File: config.mk
export PLATFORM = sky130hd
export DESIGN_NAME = fifo_packetizer
export DESIGN_NICKNAME = d
export VERILOG_FILES = /design/src/rtl/fifo_packetizer.sv
export SDC_FILE = /design/constraint.sdc
export NUM_CORES = 1
export LEC_CHECK = 0
export ABC_AREA = 1
export ABC_CLOCK_PERIOD_IN_PS = 1300
export BUFFER_PORTS_ARGS = -buffer_cell sky130_fd_sc_hd__buf_2
export CORE_AREA = 2 2 59 61
export CTS_BUF_LIST = sky130_fd_sc_hd__clkbuf_2
export CTS_CLUSTER_SIZE = 8
export DETAILED_ROUTE_END_ITERATION = 12
export DIE_AREA = 0 0 61 63
export PLACE_DENSITY = 0.75
export RECOVER_POWER = 25
export SLEW_MARGIN = 20
export SYNTH_ARGS = -nofsm -noshare
export SYNTH_HDL_FRONTEND = slang
export SYNTH_SLANG_ARGS = --single-unit
export TNS_END_PERCENT = 1
File: constraint.sdc
create_clock -name i_clk -period 1.3 [get_ports i_clk]
set_input_delay 0.13 -clock i_clk [delete_from_list [all_inputs] [get_ports i_clk]]
set_output_delay 0.13 -clock i_clk [all_outputs]
set_load 0.02 [all_outputs]
File: src/rtl/fifo_packetizer.sv
// Drains an async-read sample FIFO into header + PKTLEN sample packets on a valid/ready stream.
// Latency: header 1 cycle after the start condition; samples pass FIFO head -> o_data combinationally.
// Backpressure: beats hold while !i_ready, no pop. PKTIZER_TIMEOUT_EN adds an idle flush of short packets.
module fifo_packetizer #(
    parameter int BW        = 16,
    parameter int LGFLEN    = 4,
    parameter int PKTLEN    = 8,
    parameter int LGTIMEOUT = 10
) (
    input  logic              i_clk,
    input  logic              i_reset_n,
    output logic              o_fifo_rd,
    input  logic [BW-1:0]     i_fifo_data,
    input  logic              i_fifo_empty,
    input  logic [LGFLEN:0]   i_fifo_fill,
    output logic              o_valid,
    input  logic              i_ready,
    output logic [BW-1:0]     o_data,
    output logic              o_hdr,
    output logic              o_last,
    output logic              o_busy
);

    if (BW < 16 || PKTLEN < 1 || PKTLEN > 255 || PKTLEN > (1 << LGFLEN) || LGTIMEOUT < 1) begin : g_bad_param
        $error("fifo_packetizer: illegal parameter combination");
    end

    localparam logic [LGFLEN:0] FULL_FILL = (LGFLEN+1)'(PKTLEN);
    localparam logic [7:0]      FULL_LEN  = 8'(PKTLEN);

    typedef enum logic [1:0] {S_IDLE, S_HDR, S_DATA} state_t;

    state_t        state_q;
    logic [BW-9:0] seq_q;
    logic [7:0]    len_q;
    logic [7:0]    rem_q;
    logic          valid_q;
    logic          hdr_q;
    logic          last_q;

    logic          start_d;
    logic [7:0]    start_len_d;

`ifdef PKTIZER_TIMEOUT_EN
    logic [LGTIMEOUT-1:0] idle_cnt_q;
    logic [LGTIMEOUT-1:0] idle_cnt_d;
    logic                 short_fill;
    logic                 timeout_hit;

    always_comb begin
        short_fill  = !i_fifo_empty && (i_fifo_fill < FULL_FILL);
        timeout_hit = (state_q == S_IDLE) && short_fill && (idle_cnt_q == '1);
        idle_cnt_d  = idle_cnt_q + LGTIMEOUT'(1);
        if (state_q != S_IDLE || !short_fill || timeout_hit) begin
            idle_cnt_d = '0;
        end
    end

    always_ff @(posedge i_clk or negedge i_reset_n) begin
        if (!i_reset_n) begin
            idle_cnt_q <= '0;
        end else begin
            idle_cnt_q <= idle_cnt_d;
        end
    end
`endif

    always_comb begin
        start_d     = (i_fifo_fill >= FULL_FILL);
        start_len_d = FULL_LEN;
`ifdef PKTIZER_TIMEOUT_EN
        if (timeout_hit) begin
            start_d     = 1'b1;
            start_len_d = 8'(i_fifo_fill);
        end
`endif
    end

    // last_q is precomputed one beat ahead so o_last is a register, not a compare on rem_q.
    always_ff @(posedge i_clk or negedge i_reset_n) begin
        if (!i_reset_n) begin
            state_q <= S_IDLE;
            seq_q   <= '0;
            len_q   <= '0;
            rem_q   <= '0;
            valid_q <= 1'b0;
            hdr_q   <= 1'b0;
            last_q  <= 1'b0;
        end else begin
            case (state_q)
                S_IDLE: begin
                    if (start_d) begin
                        state_q <= S_HDR;
                        valid_q <= 1'b1;
                        hdr_q   <= 1'b1;
                        len_q   <= start_len_d;
                        rem_q   <= start_len_d;
                    end
                end
                S_HDR: begin
                    if (i_ready) begin
                        state_q <= S_DATA;
                        hdr_q   <= 1'b0;
                        last_q  <= (rem_q == 8'd1);
                    end
                end
                S_DATA: begin
                    if (i_ready) begin
                        rem_q  <= rem_q - 8'd1;
                        last_q <= (rem_q == 8'd2);
                        if (last_q) begin
                            state_q <= S_IDLE;
                            valid_q <= 1'b0;
                            last_q  <= 1'b0;
                            seq_q   <= seq_q + (BW-8)'(1);
                        end
                    end
                end
                default: begin
                    state_q <= S_IDLE;
                    valid_q <= 1'b0;
                    hdr_q   <= 1'b0;
                    last_q  <= 1'b0;
                end
            endcase
        end
    end

    assign o_valid   = valid_q;
    assign o_hdr     = hdr_q;
    assign o_last    = last_q;
    assign o_busy    = (state_q != S_IDLE);
    assign o_fifo_rd = (state_q == S_DATA) && i_ready && !i_fifo_empty;

    always_comb begin
        o_data = '0;
        if (hdr_q) begin
            o_data = {seq_q, len_q};
        end else if (state_q == S_DATA) begin
            o_data = i_fifo_data;
        end
    end

endmodule

# Word level (Yosys, flattened, before mapping)
# Index checks and enable logic that the tools add are counted.
# totals
reg_bits	22
output_inout_bits	21
# classes
n_bitwise	3
n_eq_ne	8
n_reduce_logical	13
n_addsub	2
mux	20
order_cmp	1
# op_table
operator	n
16-bit 2-to-1 mux	2
8-bit 2-to-1 mux	2
8-bit one-hot mux with 2 select lines	1
3-bit AND reduction	4
1-bit one-hot mux with 3 select lines	3
8-bit by 1-bit adder with 8-bit output, second input constant	1
8-bit by 1-bit == test with 1-bit output, second input constant	1
8-bit by 2-bit == test with 1-bit output, second input constant	1
2-bit 2-to-1 mux	4
2-bit != test, second input constant	4
4-bit AND reduction	2
8-bit by 1-bit subtractor with 8-bit output, second input constant	1
1-bit 2-to-1 mux	7
2-bit one-hot mux with 3 select lines	1
5-bit by 4-bit greater-or-equal comparator with 1-bit output, second input constant	1
2-bit nonzero test	2
1-bit inverter	3
2-bit by 1-bit == test with 1-bit output, second input constant	1
2-bit == test, second input constant	1
1-bit logical AND	2
2-bit logical NOT	1
2-bit AND reduction	1
1-bit logical NOT	1

# Longest topological paths before layout
# Gate-level depths: netlist of the first run.
# logic_depth
depth_word	4
ltp_mapped	9
ltp_nobuf	9

# Worst setup path after synthesis of the first run
# Ideal clock, no wire load.
# synth_timing
kind	flip-flop to output port
startpoint	reg state_q[0]
endpoint	out o_data[0]
path_buffers	2
path_stages_with_launch	7
slack_ps	-232
required_ps	1170
t_arrival_ps	1402
cell_sequence	dfrtp_1 > inv_1 > ha_1 > buf_2 > buf_4 > nand2_1 > nor2_1
# synth_via
elab_chain_cells	3
# synth_rtl
item	line_no	source
start: declaration	33	state_t state_q;
start signal: assignment	82	state_q <= S_IDLE;
start signal: assignment	93	state_q <= S_HDR;
start signal: assignment	102	state_q <= S_DATA;
2-bit == test	139	end else if (state_q == S_DATA) begin
16-bit 2-to-1 mux	139	
16-bit 2-to-1 mux	137	if (hdr_q) begin
end: declaration	18	output logic [BW-1:0] o_data,
# Every way passes these cells.

# Final worst setup path of the first run
# layout_timing
startpoint	reg state_q[0]
endpoint	out o_data[8]
# Same word-level chain as after synthesis.

==> results by group, run 1 <==
Status
  – Status: finished with violations
  – Failing checks: negative setup slack

Detailed routing
  – Wire length per cell: ~12 um
  – Vias: roughly 1,500
  – Post-Route WL: between 3000 and 4000 um
  – Via density: 4.785
  – Router iterations before antenna repair: 5
  – Drt initial violations: 30
  – Drt drc: 0
  – Remaining antenna violation count: 0

Placement
  – Port bufs: 42
  – Pre-CTS setup slack: -84.03 ps
  – Hpwl dp: approximately 2600 um
  – Placed cell count: 308
  – RD Place Congestion: 0.8415

Worst setup path
  – CP Max Fanout: 8
  – Largest stage delay, worst path: 430 ps
  – Crit path from: state_q[0]$_DFFE_PN0P_
  – CP Class: reg -> out
  – Worst Setup End Kind: primary output
  – Req. time, crit path: 1170 ps
  – R2R Path Start: state_q[0]$_DFFE_PN0P_
  – Slowest stage cell, crit path: dfrtp_1
  – Worst Reg-to-Reg Cells: 10
  – Startpoint types: flip-flop
  – Worst path arrival time: 1500 ps
  – Reg-to-reg critical path endpoint: rem_q[5]$_DFFE_PN0P_
  – Critical path cell sequence: inv_2 -> ha_4 -> buf_8 -> nand3_2 -> o21ai_1 -> buf_4
  – R2R setup slack: -220 ps

Die
  – Die Width: slightly above 60 um
  – Die H: 63 um
  – Core footprint: around 3200 um2
  – # rows: 21
  – Initial Util: 0.4503
  – DIE AREA: just under 4000 um2
  – Ports: 46

Timing
  – RSZ-0062 raised after global routing: yes
  – Setup TNS after final layout: -7427 ps
  – Final Cycle Share: 1.257
  – Setup ws final: -334.2 ps
  – Final setup viols: 35
  – Max transition margin: 0.6338
  – Highest clock rate: ~610 MHz
  – Pins Over Slew Limit: 0
  – Layout Skew: approximately 8.4 ps
  – Fin crit period: 1634 ps
  – Fin. Hold Viols: 0
  – Worst-margin pin slew: around 550 ps

Worst hold path
  – Worst hold path cell count: 3
  – Hold crit path type: in -> reg
  – WHS Endpoint: len_q[3]$_DFFE_PN0P_
  – Min-delay src: i_fifo_fill[3]

Power and ir drop
  – Sequential share of power: 0.250
  – Power Density: roughly 1800 nW/um2
  – Switching Share: 0.4809
  – Internal power: 2.081 mW
  – NetSw: roughly 1.9 mW
  – Clock group share of total power: 0.067
  – Peak supply drop: 1233 uV
  – Leakage: approximately 1.1 nW
  – Power share of the combinational group: 0.683

Global routing
  – Largest net degree at the start of global routing: 23
  – Initial antenna violation count: 0
  – Grt ovf: 0
  – First-pass GRT wire length: about 6100 um
  – GRT Util Overall: 0.2065
  – Vias in the first global route: about 1,500

Final layout
  – Non-Filler Instances: ~320
  – Fin util: 0.6752
  – Commonest non-fill, non-tap cell in the layout: nand2_1
  – Final-layout fill cell count: 277
  – Most frequent cells in the layout: 49 x nand2_1, 23 x buf_2, 22 x dfrtp_1, 21 x inv_1, 20 x buf_4
  – Antenna cells: 0
  – Fraction of layout cells with a size suffix above 1: 0.4148
  – Area Overhead vs Synth: 49.96%
  – Final #Nets: roughly 300

Synthesis
  – Number of flops mapped to enable cells by yosys: 0
  – Synth Flop Type: dfrtp_1
  – Synth cell types: 23
  – Syn_nets: between 200 and 250
  – Number of cells produced by synthesis: 209
  – Post-synth ARST share: 1.000
  – Synth warnings: 0
  – Register bit total from synthesis: 22
  – Sequential fraction of the synthesis area: 0.3783
  – Mapped Avg Cell Area: approximately 7.0 um2
  – Post-Syn Area: approximately 1500 um2

CTS
  – Clock buffer count from CTS: 3
  – CTS root buffer: clkbuf_2
  – Clock sink count: 22
  – Clk buf depth: 2
  – Clock latency on the worst-skew pair: approximately 330 ps
  – CTS tree: yes
  – Clock-pin slew of the registers on the worst-case setup and hold paths: approximately 210 ps
  – CTS HTree Levels: 1

Run
  – Max Cap Viol: 0
## flip-flops by register name, summed over array words and instances, names as in the netlist
name,count
o_hdr,1
o_valid,1
seq_q,8
len_q,1
rem_q,8
state_q,2
o_last,1
## worst max-delay path by stage
stage	end	slack, ps
after CTS	o_data[3]	-370
after global placement	rem_q[5]$_DFFE_PN0P_	-40
final	o_data[8]	-330
after global routing	o_data[8]	-410
after floorplan	seq_q[5]$_DFFE_PN0P_	-30
after detailed placement	rem_q[3]$_DFFE_PN0P_	-80
## routing by layer
layer  track usage  vias to the layer above  wire, um  share of wire
met4       0.04891                        0        35         0.0094
met1        0.2189                      693      1536           0.41
met3       0.01863                        5       150          0.040
met2        0.4113                       39      2007           0.54
met5             0                        -         0              0
li1              -                      775         -              -
## repair_timing
action,4_1_cts,5_1_grt
setup endpoints to repair,34,40
hold buffers,1,0
pin swaps,1,3
setup buffers,2,1
gates cloned,1,0
gates resized for setup,42,26
hold endpoints to repair,22,0
## critical path, delay by kind of cell, from the launching register on
kind / cells / cell delay (ps)
and+or+nand+nor: 1 / 70
buffers and inverters: 3 / 390
AOI/OAI and AO/OA: 1 / 80
DFF: 1 / 430
adders and majority gates: 1 / 200
## metrics by stage
step	cell area (um2)	power [mW]	hold WS, ps
finish	2182	4.010	97.64
global route	2182	4.363	150.3
CTS	2095	3.833	79.60
detailed placement	1908	3.233	123.8
global placement	1908	3.165	125.0
floorplan	1553	2.563	-165.6
## final cells by class
type / count / area, um2 / share of cell area
clock buffers: 3 / 15.01 / 0.006881
inverters: 26 / 103.9 / 0.04759
multi-input cells: 157 / 963.4 / 0.4415
flip-flops and latches: 22 / 550.5 / 0.2523
well taps: 46 / 57.56 / 0.02638
repair buffers: 62 / 491.7 / 0.2253
## cells in the mapped netlist (2+ instances only)
cell / count / area (um2)
a21oi_1: 3 / 15.01
clkbuf_1: 2 / 7.510
dfrtp_1: 22 / 550.5
ha_1: 8 / 100.1
inv_1: 24 / 90.09
inv_2: 2 / 7.510
nand2_1: 61 / 229.0
nand2_2: 3 / 18.77
nand3_1: 25 / 125.1
nor2_1: 26 / 97.59
nor2_4: 3 / 33.78
nor3_1: 2 / 10.01
o21ai_0: 15 / 75.07
xor2_1: 4 / 35.03
## cells by family after synthesis
| family | synth area share |
|---|---|
| xor+xnor | 0.03009 |
| flops | 0.3783 |
| buf+inv | 0.08083 |
| simple gates | 0.3758 |
| compound gates | 0.06621 |
| fa+ha+maj | 0.06879 |
## power by group through the flow
stage | logic [mW] | clock network, mW | registers, mW
after floorplan | 1.53 | 0 | 1.03
after global placement | 2.17 | 0 | 0.993
after detailed placement | 2.23 | 0 | 0.999
after CTS | 2.57 | 0.274 | 0.988
after global routing | 3.05 | 0.290 | 1.02
final | 2.74 | 0.268 | 1.00
Power figures use the tool's default switching activity.
==> run 2: changes to the inputs <==
- CORE_AREA: 2 2 59 61 -> 2 2 64 66
- DIE_AREA: 0 0 61 63 -> 0 0 66 68
- GPL_ROUTABILITY_DRIVEN: unset -> 0
- PLACE_DENSITY: 0.75 -> unset
- PLACE_DENSITY_LB_ADDON: unset -> 0.15
==> run 2 against run 1 <==
Clock power up 8.2%. Clock skew up 6.9 ps. Clock-buffer cell count unchanged. Critical path depth is the same. Fmax fell by 0.86%. Combinational power shrank 3%. The run still ends with negative setup slack left. Global-route usage decreased by 2.7 points. Non-clock buffer count unchanged. Sequential cell count did not move.
==> results by group, run 2 (synthesis results as in run 1) <==
CTS
  – CTS tree: yes
  – Clock latency on the worst-skew pair: 350 ps (+20 ps)
  – Clk buf depth: 2 (unchanged)
  – CTS root buffer: clkbuf_2
  – Clock-pin slew of the registers on the worst-case setup and hold paths: 210 ps (about the same)
  – CTS HTree Levels: 1 (unchanged)
  – Clock sink count: 22 (unchanged)
  – Clock buffer count from CTS: 3 (unchanged)

Timing
  – Max transition margin: 0.6148 (-0.01899)
  – Layout Skew: 15.35 ps (+6.946 ps)
  – Final setup viols: 30 (-14%)
  – Pins Over Slew Limit: 0 (unchanged)
  – Fin. Hold Viols: 0 (unchanged)
  – Setup ws final: -348.5 ps (-14.26 ps)
  – Worst-margin pin slew: 577.8 ps (+28.48 ps)
  – Final hold slack: 95.66 ps (-1.982 ps)
  – Highest clock rate: 606.6 MHz (-0.86%)
  – Final Cycle Share: 1.268 (+0.01097)
  – Fin crit period: 1649 ps (+14.26 ps)
  – RSZ-0062 raised after global routing: yes

Die
  – DIE AREA: 4488 um2 (+17%)
  – Core footprint: 3856 um2 (+19%)
  – Die Width: 66 um (+8.2%)
  – Ports: 46 (unchanged)
  – Initial Util: 0.3774 (-0.07290)
  – # rows: 23 (+9.5%)
  – Die H: 68 um (+7.9%)

Placement
  – Placed cell count: 313 (+1.6%)
  – Hpwl dp: 2550 um (-1.6%)
  – Pre-CTS setup slack: -59.29 ps (+24.74 ps)
  – Placed Area: 1921 um2 (+0.66%)
  – Port bufs: 42 (unchanged)

Detailed routing
  – Remaining antenna violation count: 0 (unchanged)
  – Vias: 1,468 (-2.9%)
  – Wire length per cell: 11.00 um (-6.8%)
  – Router iterations before antenna repair: 4 (-1)
  – Post-Route WL: 3531 um (-5.3%)
  – Drt drc: 0 (unchanged)
  – Via density: 4.573 (-4.4%)
  – Drt initial violations: 52 (+73%)

Final layout
  – Largest regs: rem_q x8, seq_q x8, state_q x2
  – Final #Nets: 305 (unchanged)
  – Design area: 2145 um2 (-1.7%)
  – Final-layout fill cell count: 360 (+30%)
  – Commonest non-fill, non-tap cell in the layout: nand2_1
  – Fraction of layout cells with a size suffix above 1: 0.3764 (-0.03843)
  – Antenna cells: 0 (unchanged)
  – Area Overhead vs Synth: 47.38%
  – Non-Filler Instances: 321 (+1.6%)
  – Fin util: 0.5561 (-0.1191)

Global routing
  – GRT Util Overall: 0.1798 (-0.02669)
  – Grt ovf: 0 (unchanged)
  – Initial antenna violation count: 0 (unchanged)
  – Largest net degree at the start of global routing: 23 (unchanged)
  – First-pass GRT wire length: 6147 um (+1.0%)
  – Vias in the first global route: 1,430 (-4.7%)

Status
  – Failing checks: negative setup slack
  – Status: finished with violations

Worst setup path
  – CP Max Fanout: 7 (-1)
  – Worst path arrival time: 1520 ps (+20 ps)
  – Startpoint types: flip-flop
  – Worst Setup End Kind: primary output
  – CP Class: reg -> out
  – Req. time, crit path: 1170 ps (about the same)

Power and ir drop
  – Peak supply drop: 1050 uV (-15%)
  – Leakage: 1.124 nW (-0.39%)
  – Power Density: 1835 nW/um2 (-0.13%)

Worst hold path
  – Hold crit path type: in -> reg

Run
  – Max Cap Viol: 0 (unchanged)
run 2: cell count changes in the layout (fill, tap and decap cells not counted), sizes merged:
cell,change
clkinv,+1
clkinvlp,-1
inv,+1
run 2: timing repair:
action                                 CTS  global route
hold buffers                             1             0
cloned                                   1             0
pin swaps                                3             2
gates resized for setup                 45            11
setup endpoints to repair               34            39
buffers inserted                         2             0
endpoints found under the hold margin   22             0
run 2: where the power goes:
| group | internal [mW] | switching (mW) |
|---|---|---|
| Combinational | 1.17 | 1.48 |
| Sequential | 0.848 | 0.140 |
| Clock | 0.0668 | 0.223 |
| Total | 2.09 | 1.85 |
run 2: layout make-up:
cell class	count	area, um2	share of cell area
clock buffer	3	15.01	0.007001
clock inverter	1	3.754	0.001750
inverter	26	97.59	0.04551
multi-input combinational	157	915.9	0.4271
sequential	22	550.5	0.2567
tap	50	62.56	0.02917
timing repair buffer	62	499.2	0.2328
run 2: metrics by stage:
| step | power [mW] | TNS [ps] |
|---|---|---|
| 5_1_grt | 4.345 | -11010 |
| 6_report | 3.936 | -6416 |
| 4_1_cts | 3.897 | -7259 |
| 3_3_place_gp | 3.221 | -373.5 |
| 3_5_place_dp | 3.237 | -484.0 |
| 2_1_floorplan | 2.563 | -81.23 |
run 2: per-layer routing:
layer	wire, um	part of all wire	global-route usage
met3	137	0.039	0.02632
met5	0	0	0
met4	46	0.013	0.06122
met1	1619	0.46	0.2144
met2	1728	0.49	0.3321
run 2: path summary, 6_finish.rpt:
path                            slack, ps  cells after the start              startpoint                   end
worst max-delay path                 -350                      6  state_q[0]$_DFFE_PN0P_            o_data[15]
worst min-delay path                  100                      3          i_fifo_fill[4]  len_q[3]$_DFFE_PN0P_
worst max register to register       -150                      7  state_q[1]$_DFFE_PN0P_   o_valid$_DFFE_PN0P_
worst min register to register        500                      2    len_q[3]$_DFFE_PN0P_  len_q[3]$_DFFE_PN0P_
max in group asynchronous             640                      2               i_reset_n  rem_q[7]$_DFFE_PN0P_
min in group asynchronous             270                      2               i_reset_n  seq_q[3]$_DFFE_PN0P_
run 2: worst max-delay path, cell delays in order, from the launching register on:
cell and delay (ps):
dfrtp_1 430, inv_2 80, ha_4 200, buf_8 140, nand3_1 70, o21ai_1 100
buf_4 160
==> run 3: changes to the inputs <==
- CELL_PAD_IN_SITES_DETAIL_PLACEMENT: unset -> 0
- CELL_PAD_IN_SITES_GLOBAL_PLACEMENT: unset -> 1
- CORE_AREA: 2 2 64 66 -> 2 2 70 72
- DIE_AREA: 0 0 66 68 -> 0 0 72 74
- SLEW_MARGIN: 20 -> unset
==> run 3 against run 2 <==
The run still ends with negative setup slack left. Cell count rose by 2.8%. Clock skew rose by 2.8 ps. Clock-buffer cell count is the same. Critical path type unchanged. Largest cell class unchanged.
==> results by group, run 3 (synthesis results as in run 1) <==
Worst setup path
  – Worst Setup End Kind: primary output
  – CP Class: reg -> out
  – Startpoint types: flip-flop
  – CP top delay family: flip-flops
  – Worst Reg-to-Reg Cells: 11 (+4)
  – Critical path cell sequence: inv_2 -> ha_4 -> clkbuf_16 -> nand2_2 -> nor2_4 -> buf_6
  – R2R setup slack: -290 ps (-140 ps)
  – Largest stage delay, worst path: 440 ps (about the same)
  – CP Max Fanout: 7 (unchanged)
  – R2R Path Start: state_q[0]$_DFFE_PN0P_
  – Reg-to-reg critical path endpoint: rem_q[7]$_DFFE_PN0P_
  – Worst path arrival time: 1520 ps (about the same)
  – Slowest stage cell, crit path: dfrtp_1
  – Req. time, crit path: 1170 ps (about the same)
  – WP buf/inv: 3 (unchanged)

Final layout
  – Final #Nets: 310 (+1.6%)
  – Largest regs: rem_q x8, seq_q x8, state_q x2
  – Non-Filler Instances: 330 (+2.8%)
  – Design area: 2310 um2 (+7.7%)
  – Most frequent cells in the layout: 47 x nand2_1, 22 x buf_2, 22 x dfrtp_1, 21 x inv_1, 20 x buf_4
  – Commonest non-fill, non-tap cell in the layout: nand2_1
  – Fraction of layout cells with a size suffix above 1: 0.4275 (+0.05115)
  – Area Overhead vs Synth: 58.73%
  – Antenna cells: 0 (unchanged)

Run
  – Max Cap Viol: 0 (unchanged)

Status
  – Failing checks: negative setup slack
  – Status: finished with violations

Global routing
  – Grt ovf: 0 (unchanged)
  – GRT Util Overall: 0.1478 (-0.03201)
  – Vias in the first global route: 1,376 (-3.8%)
  – Largest net degree at the start of global routing: 23 (unchanged)
  – Initial antenna violation count: 0 (unchanged)
  – First-pass GRT wire length: 6120 um (-0.44%)

Detailed routing
  – Drt drc: 0 (unchanged)
  – Wire length per cell: 11.73 um (+6.6%)
  – Vias: 1,504 (+2.5%)
  – Post-Route WL: 3871 um (+9.6%)
  – Router iterations before antenna repair: 4 (unchanged)
  – Drt initial violations: 29 (-44%)
  – Via density: 4.558 (-0.34%)
  – Remaining antenna violation count: 0 (unchanged)

Placement
  – Placed Area: 1973 um2 (+2.7%)
  – Hpwl dp: 2858 um (+12%)
  – Port bufs: 42 (unchanged)
  – Pre-CTS setup slack: -79.30 ps (-20.01 ps)
  – Placed cell count: 320 (+2.2%)

CTS
  – Clk buf depth: 2 (unchanged)
  – Clock-pin slew of the registers on the worst-case setup and hold paths: 230 ps (+20 ps)
  – CTS HTree Levels: 1 (unchanged)
  – CTS root buffer: clkbuf_2
  – Clock buffer count from CTS: 3 (unchanged)
  – CTS tree: yes
  – Clock latency on the worst-skew pair: 350 ps (about the same)
  – Clock sink count: 22 (unchanged)

Worst hold path
  – WHS Endpoint: len_q[3]$_DFFE_PN0P_
  – Hold crit path type: in -> reg
  – Min-delay src: i_fifo_fill[3]
  – Worst hold path cell count: 3 (unchanged)

Timing
  – Layout Skew: 18.18 ps (+2.835 ps)
  – Pins Over Slew Limit: 0 (unchanged)
  – RSZ-0062 raised after global routing: yes
  – Setup TNS after final layout: -8518 ps (-2102 ps)
  – Fin. Hold Viols: 0 (unchanged)
  – Highest clock rate: 605.0 MHz (-0.27%)
  – Setup ws final: -353.0 ps (-4.494 ps)
  – Worst-margin pin slew: 608.9 ps (+31.08 ps)
  – Final setup viols: 33 (+10%)
  – Final Cycle Share: 1.272 (+0.003457)
  – Max transition margin: 0.5941 (-0.02072)
  – Fin crit period: 1653 ps (+4.494 ps)

Die
  – Die H: 74 um (+8.8%)
  – Die Width: 72 um (+9.1%)
  – Initial Util: 0.3165 (-0.06089)
  – Core footprint: 4598 um2 (+19%)
  – Ports: 46 (unchanged)
  – # rows: 25 (+8.7%)
  – DIE AREA: 5328 um2 (+19%)

Power and ir drop
  – Tot Pwr: 4.482 mW (+14%)
  – Peak supply drop: 1097 uV (+4.5%)
  – Power Density: 1941 nW/um2 (+5.7%)
  – Leakage: 1.201 nW (+6.8%)
-- run 3: cell count changes in the layout (fill, tap and decap cells not counted), moves of 2 or more --
cell	delta
nand2_4	+2
nand3_1	-5
inv_4	+2
buf_6	+6
nand3_2	+5
buf_4	-2
buf_12	+2
o21ai_0	-2
-- run 3: area by class of cell --
type                    instances  area (um2)
fillers                       462        2288
multi-input cells             157       969.7
repair buffers                 67       574.3
flip-flops and latches         22       550.5
inverters                      26       102.6
well taps                      54       67.56
clock inverters                 1       30.03
clock buffers                   3       15.01
-- run 3: metal layers --
metal  wire length (um)  GRT usage  vias to the layer above
met1               1679     0.1726                      686
met2               2015     0.2778                       23
li1                   -          -                      793
met4                 33    0.04403                        0
met5                  0          0                        -
met3                143    0.02575                        2
-- run 3: worst min-delay path, delay by kind of cell --
| kind | cells | cell delay, ps |
|---|---|---|
| compound gates | 1 | 110 |
| buf+inv | 1 | 80 |
| simple gates | 1 | 50 |
-- run 3: repair_timing --
item,CTS,global route
hold buffers,1,0
setup buffers,2,2
gates cloned,0,1
hold endpoints to repair,22,0
pin swaps,4,3
gates resized for setup,26,50
setup endpoints to repair,35,38
-- run 3: report_power, final --
group	internal (mW)	total [mW]	switching, mW
sequential	0.848	0.991	0.143
combinational	1.38	2.98	1.60
clock	0.265	0.509	0.244
-- run 3: worst max-delay path by stage --
stage,start,end,slack [ps],cells past startpoint
finish,state_q[0]$_DFFE_PN0P_,o_data[6],-350,6
global route,state_q[0]$_DFFE_PN0P_,o_data[15],-440,6
CTS,state_q[0]$_DFFE_PN0P_,o_data[15],-370,6
detailed placement,state_q[0]$_DFFE_PN0P_,seq_q[3]$_DFFE_PN0P_,-80,8
global placement,state_q[0]$_DFFE_PN0P_,seq_q[5]$_DFFE_PN0P_,-60,8
floorplan,state_q[0]$_DFFE_PN0P_,seq_q[5]$_DFFE_PN0P_,-30,8
-- run 3: metrics by stage --
| step | utilization | hold WS [ps] |
|---|---|---|
| after floorplan | - | -165.6 |
| after global placement | 0.4291 | 151.6 |
| after detailed placement | 0.4291 | 153.6 |
| after CTS | 0.4582 | 68.04 |
| after global routing | 0.5023 | 63.64 |
| final | 0.5023 | 50.15 |
